==> config.mk <==
export PLATFORM = sky130hd
export DESIGN_NAME = ap_chain_driver
export DESIGN_NICKNAME = d
export VERILOG_FILES = /design/src/rtl/ap_chain_driver.sv
export SDC_FILE = /design/constraint.sdc
export NUM_CORES = 1
export LEC_CHECK = 0
export CORE_AREA = 8 8 162 164
export DETAILED_ROUTE_END_ITERATION = 12
export DIE_AREA = 0 0 170 172
export PLACE_DENSITY = 0.84
export REMOVE_ABC_BUFFERS = 1
export SLEW_MARGIN = 20
export SYNTH_ARGS = -nofsm -noshare
export SYNTH_HDL_FRONTEND = slang
export SYNTH_SLANG_ARGS = --single-unit
export TNS_END_PERCENT = 50
==> constraint.sdc <==
create_clock -name clock -period 9.3 [get_ports clock]
set_input_delay 1.86 -clock clock [delete_from_list [all_inputs] [get_ports clock]]
set_output_delay 1.86 -clock clock [all_outputs]
set_load 0.01 [all_outputs]
==> src/rtl/ap_chain_driver.sv <==
// ap_chain_driver: issues a configured number of ap_ctrl_chain transactions and timestamps each start to report latency.
// Optional macro AP_CHAIN_BACKPRESSURE_EN adds the cont_hold input that stalls ap_continue.
module ap_chain_driver #(
    parameter int CNT_W = 16,
    parameter int LAT_W = 32,
    parameter int DEPTH = 4
) (
    input  logic             clock,
    input  logic             reset,
    input  logic             cfg_go,
    input  logic [CNT_W-1:0] cfg_num_txn,
    output logic             ap_start,
    input  logic             ap_ready,
    input  logic             ap_done,
    output logic             ap_continue,
`ifdef AP_CHAIN_BACKPRESSURE_EN
    input  logic             cont_hold,
`endif
    output logic             busy,
    output logic             finish,
    output logic [CNT_W-1:0] txn_started,
    output logic [CNT_W-1:0] txn_done,
    output logic [LAT_W-1:0] last_latency,
    output logic [LAT_W-1:0] max_latency,
    output logic             proto_err
);

    localparam int PTR_W = (DEPTH > 1) ? $clog2(DEPTH) : 1;

    typedef enum logic [1:0] {
        IDLE  = 2'd0,
        RUN   = 2'd1,
        DRAIN = 2'd2,
        DONE  = 2'd3
    } state_t;

    state_t           state_reg;
    logic [CNT_W-1:0] num_reg;
    logic [CNT_W-1:0] started_reg;
    logic [CNT_W-1:0] done_reg;
    logic [LAT_W-1:0] cycle_reg;
    logic [LAT_W-1:0] last_lat_reg;
    logic [LAT_W-1:0] max_lat_reg;
    logic             proto_err_reg;
    logic             start_raised_reg;
    logic [PTR_W-1:0] wr_ptr_reg;
    logic [PTR_W-1:0] rd_ptr_reg;
    logic [PTR_W:0]   count_reg;
    logic [LAT_W-1:0] ts_mem [DEPTH];

    logic             active;
    logic             go_ok;
    logic             hold_ok;
    logic             start_accept;
    logic             done_ack;
    logic             fifo_empty;
    logic             pop;
    logic [LAT_W-1:0] head_ts;
    logic [LAT_W-1:0] new_lat;

    assign active = (state_reg == RUN) || (state_reg == DRAIN);
    assign go_ok  = cfg_go && ((state_reg == IDLE) || (state_reg == DONE));

`ifdef AP_CHAIN_BACKPRESSURE_EN
    assign hold_ok = ~cont_hold;
`else
    assign hold_ok = 1'b1;
`endif

    // The FIFO-full test only gates raising; a request already on the wire is held until accepted.
    assign ap_start = (state_reg == RUN) && (started_reg < num_reg) &&
                      (start_raised_reg || (count_reg < (PTR_W+1)'(DEPTH)));
    assign ap_continue = ap_done && active && hold_ok;

    assign start_accept = ap_start && ap_ready;
    assign done_ack     = ap_done && ap_continue;
    assign fifo_empty   = (count_reg == '0);
    assign pop          = done_ack && !fifo_empty;

    // The head is needed in the ack cycle itself, so the timestamp store is read asynchronously.
    assign head_ts = ts_mem[rd_ptr_reg];
    assign new_lat = cycle_reg - head_ts;

    assign busy         = active;
    assign finish       = (state_reg == DONE);
    assign txn_started  = started_reg;
    assign txn_done     = done_reg;
    assign last_latency = last_lat_reg;
    assign max_latency  = max_lat_reg;
    assign proto_err    = proto_err_reg;

    always_ff @(posedge clock) begin
        if (start_accept) begin
            ts_mem[wr_ptr_reg] <= cycle_reg;
        end
    end

    always_ff @(posedge clock or posedge reset) begin
        if (reset) begin
            state_reg        <= IDLE;
            num_reg          <= '0;
            started_reg      <= '0;
            done_reg         <= '0;
            cycle_reg        <= '0;
            last_lat_reg     <= '0;
            max_lat_reg      <= '0;
            proto_err_reg    <= 1'b0;
            start_raised_reg <= 1'b0;
            wr_ptr_reg       <= '0;
            rd_ptr_reg       <= '0;
            count_reg        <= '0;
        end else if (go_ok) begin
            state_reg        <= (cfg_num_txn == '0) ? DONE : RUN;
            num_reg          <= cfg_num_txn;
            started_reg      <= '0;
            done_reg         <= '0;
            cycle_reg        <= '0;
            last_lat_reg     <= '0;
            max_lat_reg      <= '0;
            proto_err_reg    <= 1'b0;
            start_raised_reg <= 1'b0;
            wr_ptr_reg       <= '0;
            rd_ptr_reg       <= '0;
            count_reg        <= '0;
        end else begin
            // Transitions look at the registered counters, so they land one cycle after the count is reached.
            case (state_reg)
                RUN:     if (started_reg == num_reg) state_reg <= DRAIN;
                DRAIN:   if (done_reg == num_reg) state_reg <= DONE;
                default: state_reg <= state_reg;
            endcase

            if (active) begin
                cycle_reg <= cycle_reg + LAT_W'(1);
            end

            start_raised_reg <= ap_start && !ap_ready;

            if (start_accept) begin
                started_reg <= started_reg + CNT_W'(1);
                wr_ptr_reg  <= wr_ptr_reg + PTR_W'(1);
            end

            if (pop) begin
                done_reg     <= done_reg + CNT_W'(1);
                rd_ptr_reg   <= rd_ptr_reg + PTR_W'(1);
                last_lat_reg <= new_lat;
                if (new_lat > max_lat_reg) begin
                    max_lat_reg <= new_lat;
                end
            end

            if (done_ack && fifo_empty) begin
                proto_err_reg <= 1'b1;
            end

            case ({start_accept, pop})
                2'b10:   count_reg <= count_reg + (PTR_W+1)'(1);
                2'b01:   count_reg <= count_reg - (PTR_W+1)'(1);
                default: count_reg <= count_reg;
            endcase
        end
    end

endmodule

==> results.cfg, run 1 <==
[global_routing]
grt_max_degree = 93
grt_overflow = 0
antenna_found_initial = 0
grt_first_pass_wirelength_um = 56400
grt_pass1_vias = 10600
gr-usage-all-layers = 0.244

[place]
io_buffer_count = 121
place_inst = 1712
place_congestion = 0.862
dpl.hpwl_um = 24500
place_area_um2 = 16100

[hold_path]
holdPathStages = 2
hold_path.class = reg -> reg

[die]
dieArea_um2 = 29200
core_region_area_um2 = 23800
rows = 57
die_w_um = 170
ios = 122
start_util = 0.612
die_h_um = 172

[critical_path]
cp_max_fo = 29
start_kind = flip-flop
reg2reg_depth = 21
arrival_ps = 6850
worstSetupPathType = reg -> reg
worstSetupEndpointType = flip-flop
crit_required_ps = 9710
ff2ff_setup_slack_ps = 2860

[power_and_ir_drop]
power.density_nw_per_um2 = 316
vdd_drop_max_mv = 0.180
p_total_w = 0.00543
leakagePower_nw = 7.23

[cts]
cts.sinks = 283
ctsResizeCount = 0
ctsHtreeMaxLevel = 1
root_buffer = clkbuf_16
cts_buffer_depth = 3
ctsHoldBuffers = 0
postCtsSetupRepairBufs = 0
clkTransAtPathRegs_ps = 60
tritoncts = done
clkLatencyLatePin_ps = 560
numCtsBuffers = 29

[yosys]
avgSynthCellArea_um2 = 11.2
async_flop_share = 0.548
ys_seq_area_frac = 0.530
netlist_area_um2 = 14600
ys_ff_latch = 283
synth_flop_cell = dfrtp_1
synth_cells = 1304
synth.distinct_cells = 64
synth_edf_count = 128
ys_warn_count = 0

[timing]
finalCriticalPeriod_ps = 6440
period_share = 0.692
setup_viol = 0
report.final.hold_viol_count = 0
fin_setup_tns_ps = 0
timing.slew.headroom = 0.294
fmax_mhz = 155
final.setup_skew_ps = 18.5
finalMaxSlewViolations = 0
tightest_slew_ps = 1060
grt_setup_unrepaired = no

[finish]
multi_input_area_um2 = 6300
diodes = 0
stdcell_count = 1766
seqCellArea_um2 = 7720
final_area_um2 = 17100
layout_commonest_cell = dfrtp_1
largest_reg_flops = 128
final_nets = 1533
largest-register = ts_mem
drive_gt1_frac = 0.0784
area_growth_pct = 17.6
filler_cell_count = 1651
utilization = 0.720
final_cell_mix = 154 x dfrtp_1, 134 x nand2_1, 128 x edfxtp_1

[detailed_routing]
drc = 0
firstDrtPassIters = 6
vias = 10700
drt-initial-drc-count = 1156
avgRoutedWirePerCell_um = 20.1
via_per_inst = 6.07
ant_nets = 0
wl_um = 35500

[flow_run]
drv_cap = 0

[outcome]
outcome = completed
==> final cells by class <==
type	count	share of cell area
Sequential cell	283	0.450
Clock inverter	22	0.0174
Multi-Input combinational cell	875	0.367
Tap cell	324	0.0236
Inverter	99	0.0220
Timing Repair Buffer	131	0.0750
Clock buffer	32	0.0441
==> kinds of logic after synthesis <==
family | count (synthesis) | share of synthesized area
xor gates and xnor gates | 73 | 0.0439
buffers and inverters | 146 | 0.0394
and+or+nand+nor | 411 | 0.132
AOI/OAI and AO/OA | 232 | 0.101
adders and majority gates | 93 | 0.0809
DFF | 283 | 0.530
muxes | 66 | 0.0736
==> power breakdown <==
part | total, W | internal [W] | leakage (nW) | switching (W)
Combinational | 0.00237 | 0.00102 | 4.12 | 0.00135
Sequential | 0.00178 | 0.00157 | 2.61 | 0.000219
Clock | 0.00128 | 0.000761 | 0.504 | 0.000515
Total | 0.00543 | 0.00334 | 7.23 | 0.00208
==> critical path, stage by stage, from the launching register on <==
cell and delay [ps]:
dfrtp_2 580, buf_4 510, mux4_2 570, inv_1 70
ha_1 290, a211oi_1 260, nor2_1 90, o41ai_1 460
and3_1 260, a211o_1 180, a21oi_1 90, o311ai_1 460
ha_1 330, nand4_1 140, nor2_1 60, nand3_1 110
nor3_1 80, a2111o_1 450, o21ai_4 420, buf_4 510
mux2i_1 270, nor2_1 60
==> cell usage after synthesis (all sizes together) (10+ instances only) <==
master	instances	area, um^2
dfrtp	155	3880
nand2	134	503
edfxtp	128	3840
nor2	100	375
inv	99	372
ha	91	1140
a21oi	71	378
o21ai	70	354
nand3	47	235
xor2	45	394
mux2i	33	330
mux4	33	743
clkbuf	32	120
nand4	32	206
xnor2	28	245
nor3	26	130
and3	20	126
a211oi	15	113
buf	15	82.6
a21o	13	97.6
nor4	10	62.6
o211ai	10	75.1
==> layer usage <==
| layer | vias up | part of all wire | track usage |
|---|---|---|---|
| met5 | - | 0 | 0 |
| met1 | 5278 | 0.40 | 0.315 |
| met3 | 66 | 0.081 | 0.0422 |
| met2 | 448 | 0.49 | 0.422 |
| li1 | 4922 | - | - |
| met4 | 0 | 0.022 | 0.0645 |
==> path summary, 6_finish.rpt <==
kind,startpoint,to
setup reg to reg,rd_ptr_reg[0],max_latency[16]
hold reg to reg,last_latency[4],last_latency[4]
max in group asynchronous,reset,rd_ptr_reg[0]
setup / recovery,rd_ptr_reg[0],max_latency[16]
min in group asynchronous,reset,txn_done[2]
hold / removal,last_latency[4],last_latency[4]
==> metrics by stage <==
| step | hold slack, ps | setup slack, ps |
|---|---|---|
| floorplan | 491 | 2450 |
| global placement | 510 | 3080 |
| detailed placement | 519 | 2970 |
| CTS | 528 | 2890 |
| global route | 546 | 2330 |
| finish | 525 | 2860 |
Power figures use the tool's default switching activity.
==> run 2: changes to the inputs <==
--- a/config.mk
+++ b/config.mk
@@ -5,10 +5,10 @@
 export SDC_FILE = /design/constraint.sdc
 export NUM_CORES = 1
 export LEC_CHECK = 0
-export CORE_AREA = 8 8 162 164
+export CORE_AREA = 8 8 167 169
 export DETAILED_ROUTE_END_ITERATION = 12
-export DIE_AREA = 0 0 170 172
-export PLACE_DENSITY = 0.84
+export DIE_AREA = 0 0 175 177
+export PLACE_DENSITY = 0.8
 export REMOVE_ABC_BUFFERS = 1
 export SLEW_MARGIN = 20
 export SYNTH_ARGS = -nofsm -noshare
==> constraint.sdc (replaced) <==
create_clock -name clock -period 6.75 [get_ports clock]
set_input_delay 1.35 -clock clock [delete_from_list [all_inputs] [get_ports clock]]
set_output_delay 1.35 -clock clock [all_outputs]
set_load 0.01 [all_outputs]
==> run 2 against run 1 <==
Net effect: via count decreased by 0.96%; non-clock buffer count grew 5; hold slack got worse by 16 ps; clock skew down 8.8 ps.
==> results.cfg, run 2 (same netlist as run 1, synthesis figures left out) <==
[outcome]
outcome = completed

[detailed_routing]
drc = 0
avgRoutedWirePerCell_um = 19.5
drt-initial-drc-count = 797
ant_nets = 0
wl_um = 34700
via_per_inst = 5.95
vias = 10600
firstDrtPassIters = 5

[finish]
multi_input_area_um2 = 6300
diodes = 0
drive_gt1_frac = 0.0801
stdcell_count = 1784
largest-register = ts_mem
largest_reg_flops = 128
final_nets = 1539
seqCellArea_um2 = 7720
area_growth_pct = 17.9
layout_commonest_cell = dfrtp_1
filler_cell_count = 1850
final_area_um2 = 17200
final_cell_mix = 154 x dfrtp_1, 134 x nand2_1, 128 x edfxtp_1

[cts]
ctsResizeCount = 0
cts_buffer_depth = 3
clkTransAtPathRegs_ps = 60
numCtsBuffers = 30
tritoncts = done
ctsHoldBuffers = 0
clkLatencyLatePin_ps = 560
cts.sinks = 283
ctsHtreeMaxLevel = 1
postCtsSetupRepairBufs = 0
root_buffer = clkbuf_16

[timing]
setup_viol = 0
tightest_slew_ps = 1010
period_share = 0.916
fin_ws_ps = 566
holdWs_ps = 509
fmax_mhz = 162
report.final.hold_viol_count = 0
grt_setup_unrepaired = no
finalCriticalPeriod_ps = 6180
timing.slew.headroom = 0.326
finalMaxSlewViolations = 0
final.setup_skew_ps = 9.65

[power_and_ir_drop]
seqPwrFrac = 0.336
vdd_drop_max_mv = 0.275
switchingPower_w = 0.00278
clkPwrFrac = 0.231
p_int_w = 0.00461
p_total_w = 0.00739
power.density_nw_per_um2 = 430
leakagePower_nw = 7.25
p_sw_frac = 0.376
p_comb_frac = 0.433

[place]
pre_cts_ws_ps = 592
dpl.hpwl_um = 24000
place_area_um2 = 16100
io_buffer_count = 121
place_inst = 1728
place_congestion = 0.890

[critical_path]
crit_chain = buf_4, buf_4, mux4_2, inv_1, ha_1, a21o_1, a21o_1, a2111oi_0, a21oi_1, o311ai_1, ha_1, nand4_1, nor2_1, nand3_1, nor3_1, a2111o_1, o21ai_4, buf_4, nor2_1, a211oi_1
crit_required_ps = 7200
start_kind = flip-flop
reg2reg_from = rd_ptr_reg[0]
reg2reg_depth = 20
cp-startpoint = rd_ptr_reg[0]
critical-path-top-delay-family = compound AO/OA/AOI/OAI gates
cp_max_fo = 28
worstSetupPathType = reg -> reg
ff2ff_setup_slack_ps = 570
worstSetupEndpointType = flip-flop
max_stage_delay_ps = 680
crit_buf_inv = 4
cpMostUsedCell = buf_4
slowest_stage = dfrtp_2
reg2reg_to = max_latency[2]
arrival_ps = 6630

[die]
core_region_area_um2 = 25500
die_w_um = 175
dieArea_um2 = 31000
ios = 122
rows = 59
die_h_um = 177
start_util = 0.572

[global_routing]
grt_overflow = 0
grt_max_degree = 109
grt_pass1_vias = 10600
grt_first_pass_wirelength_um = 55700
gr-usage-all-layers = 0.223
antenna_found_initial = 0

[hold_path]
hold_path.class = reg -> reg
holdPathStages = 2
min_from = last_latency[26]
hold_end = last_latency[26]

[flow_run]
drv_cap = 0
==> run 2: stage by stage <==
step | setup TNS [ps] | utilization
global placement | 0 | 0.634
floorplan | -278 | -
global route | 0 | 0.675
CTS | 0 | 0.675
detailed placement | 0 | 0.634
finish | 0 | 0.675
==> run 2: worst max-delay path by stage <==
stage | end | cells after the start
global placement | max_latency[9] | 20
CTS | max_latency[14] | 20
floorplan | max_latency[30] | 22
global route | max_latency[22] | 20
finish | max_latency[2] | 20
detailed placement | max_latency[17] | 20
==> run 2: power groups by stage <==
| stage | clock [W] | sequential, W | combinational [W] |
|---|---|---|---|
| final | 0.00171 | 0.00248 | 0.00320 |
| after global routing | 0.00180 | 0.00253 | 0.00354 |
| after CTS | 0.00173 | 0.00248 | 0.00322 |
| after detailed placement | 0 | 0.00251 | 0.00318 |
| after global placement | 0 | 0.00249 | 0.00309 |
| after floorplan | 0 | 0.00255 | 0.00196 |
==> run 2: metal layers <==
metal  vias to the layer above  share of wire  GRT usage
met5                         -              0          0
met4                         0          0.025     0.0678
met3                        64          0.062     0.0356
met2                       321           0.49      0.386
met1                      5279           0.42      0.287
li1                       4947              -          -
==> run 2: cell type report <==
class	count	share of cell area
clock buffer	40	0.0494
inverter	99	0.0221
sequential	283	0.450
timing repair buffer	136	0.0770
multi-input combinational	875	0.367
tap	335	0.0244
clock inverter	16	0.0108
==> run 2: worst min-delay path, cell delays in order, from the launching register on <==
cell and delay (ps):
dfrtp_1 340, nand3_1 60, o21ai_0 70
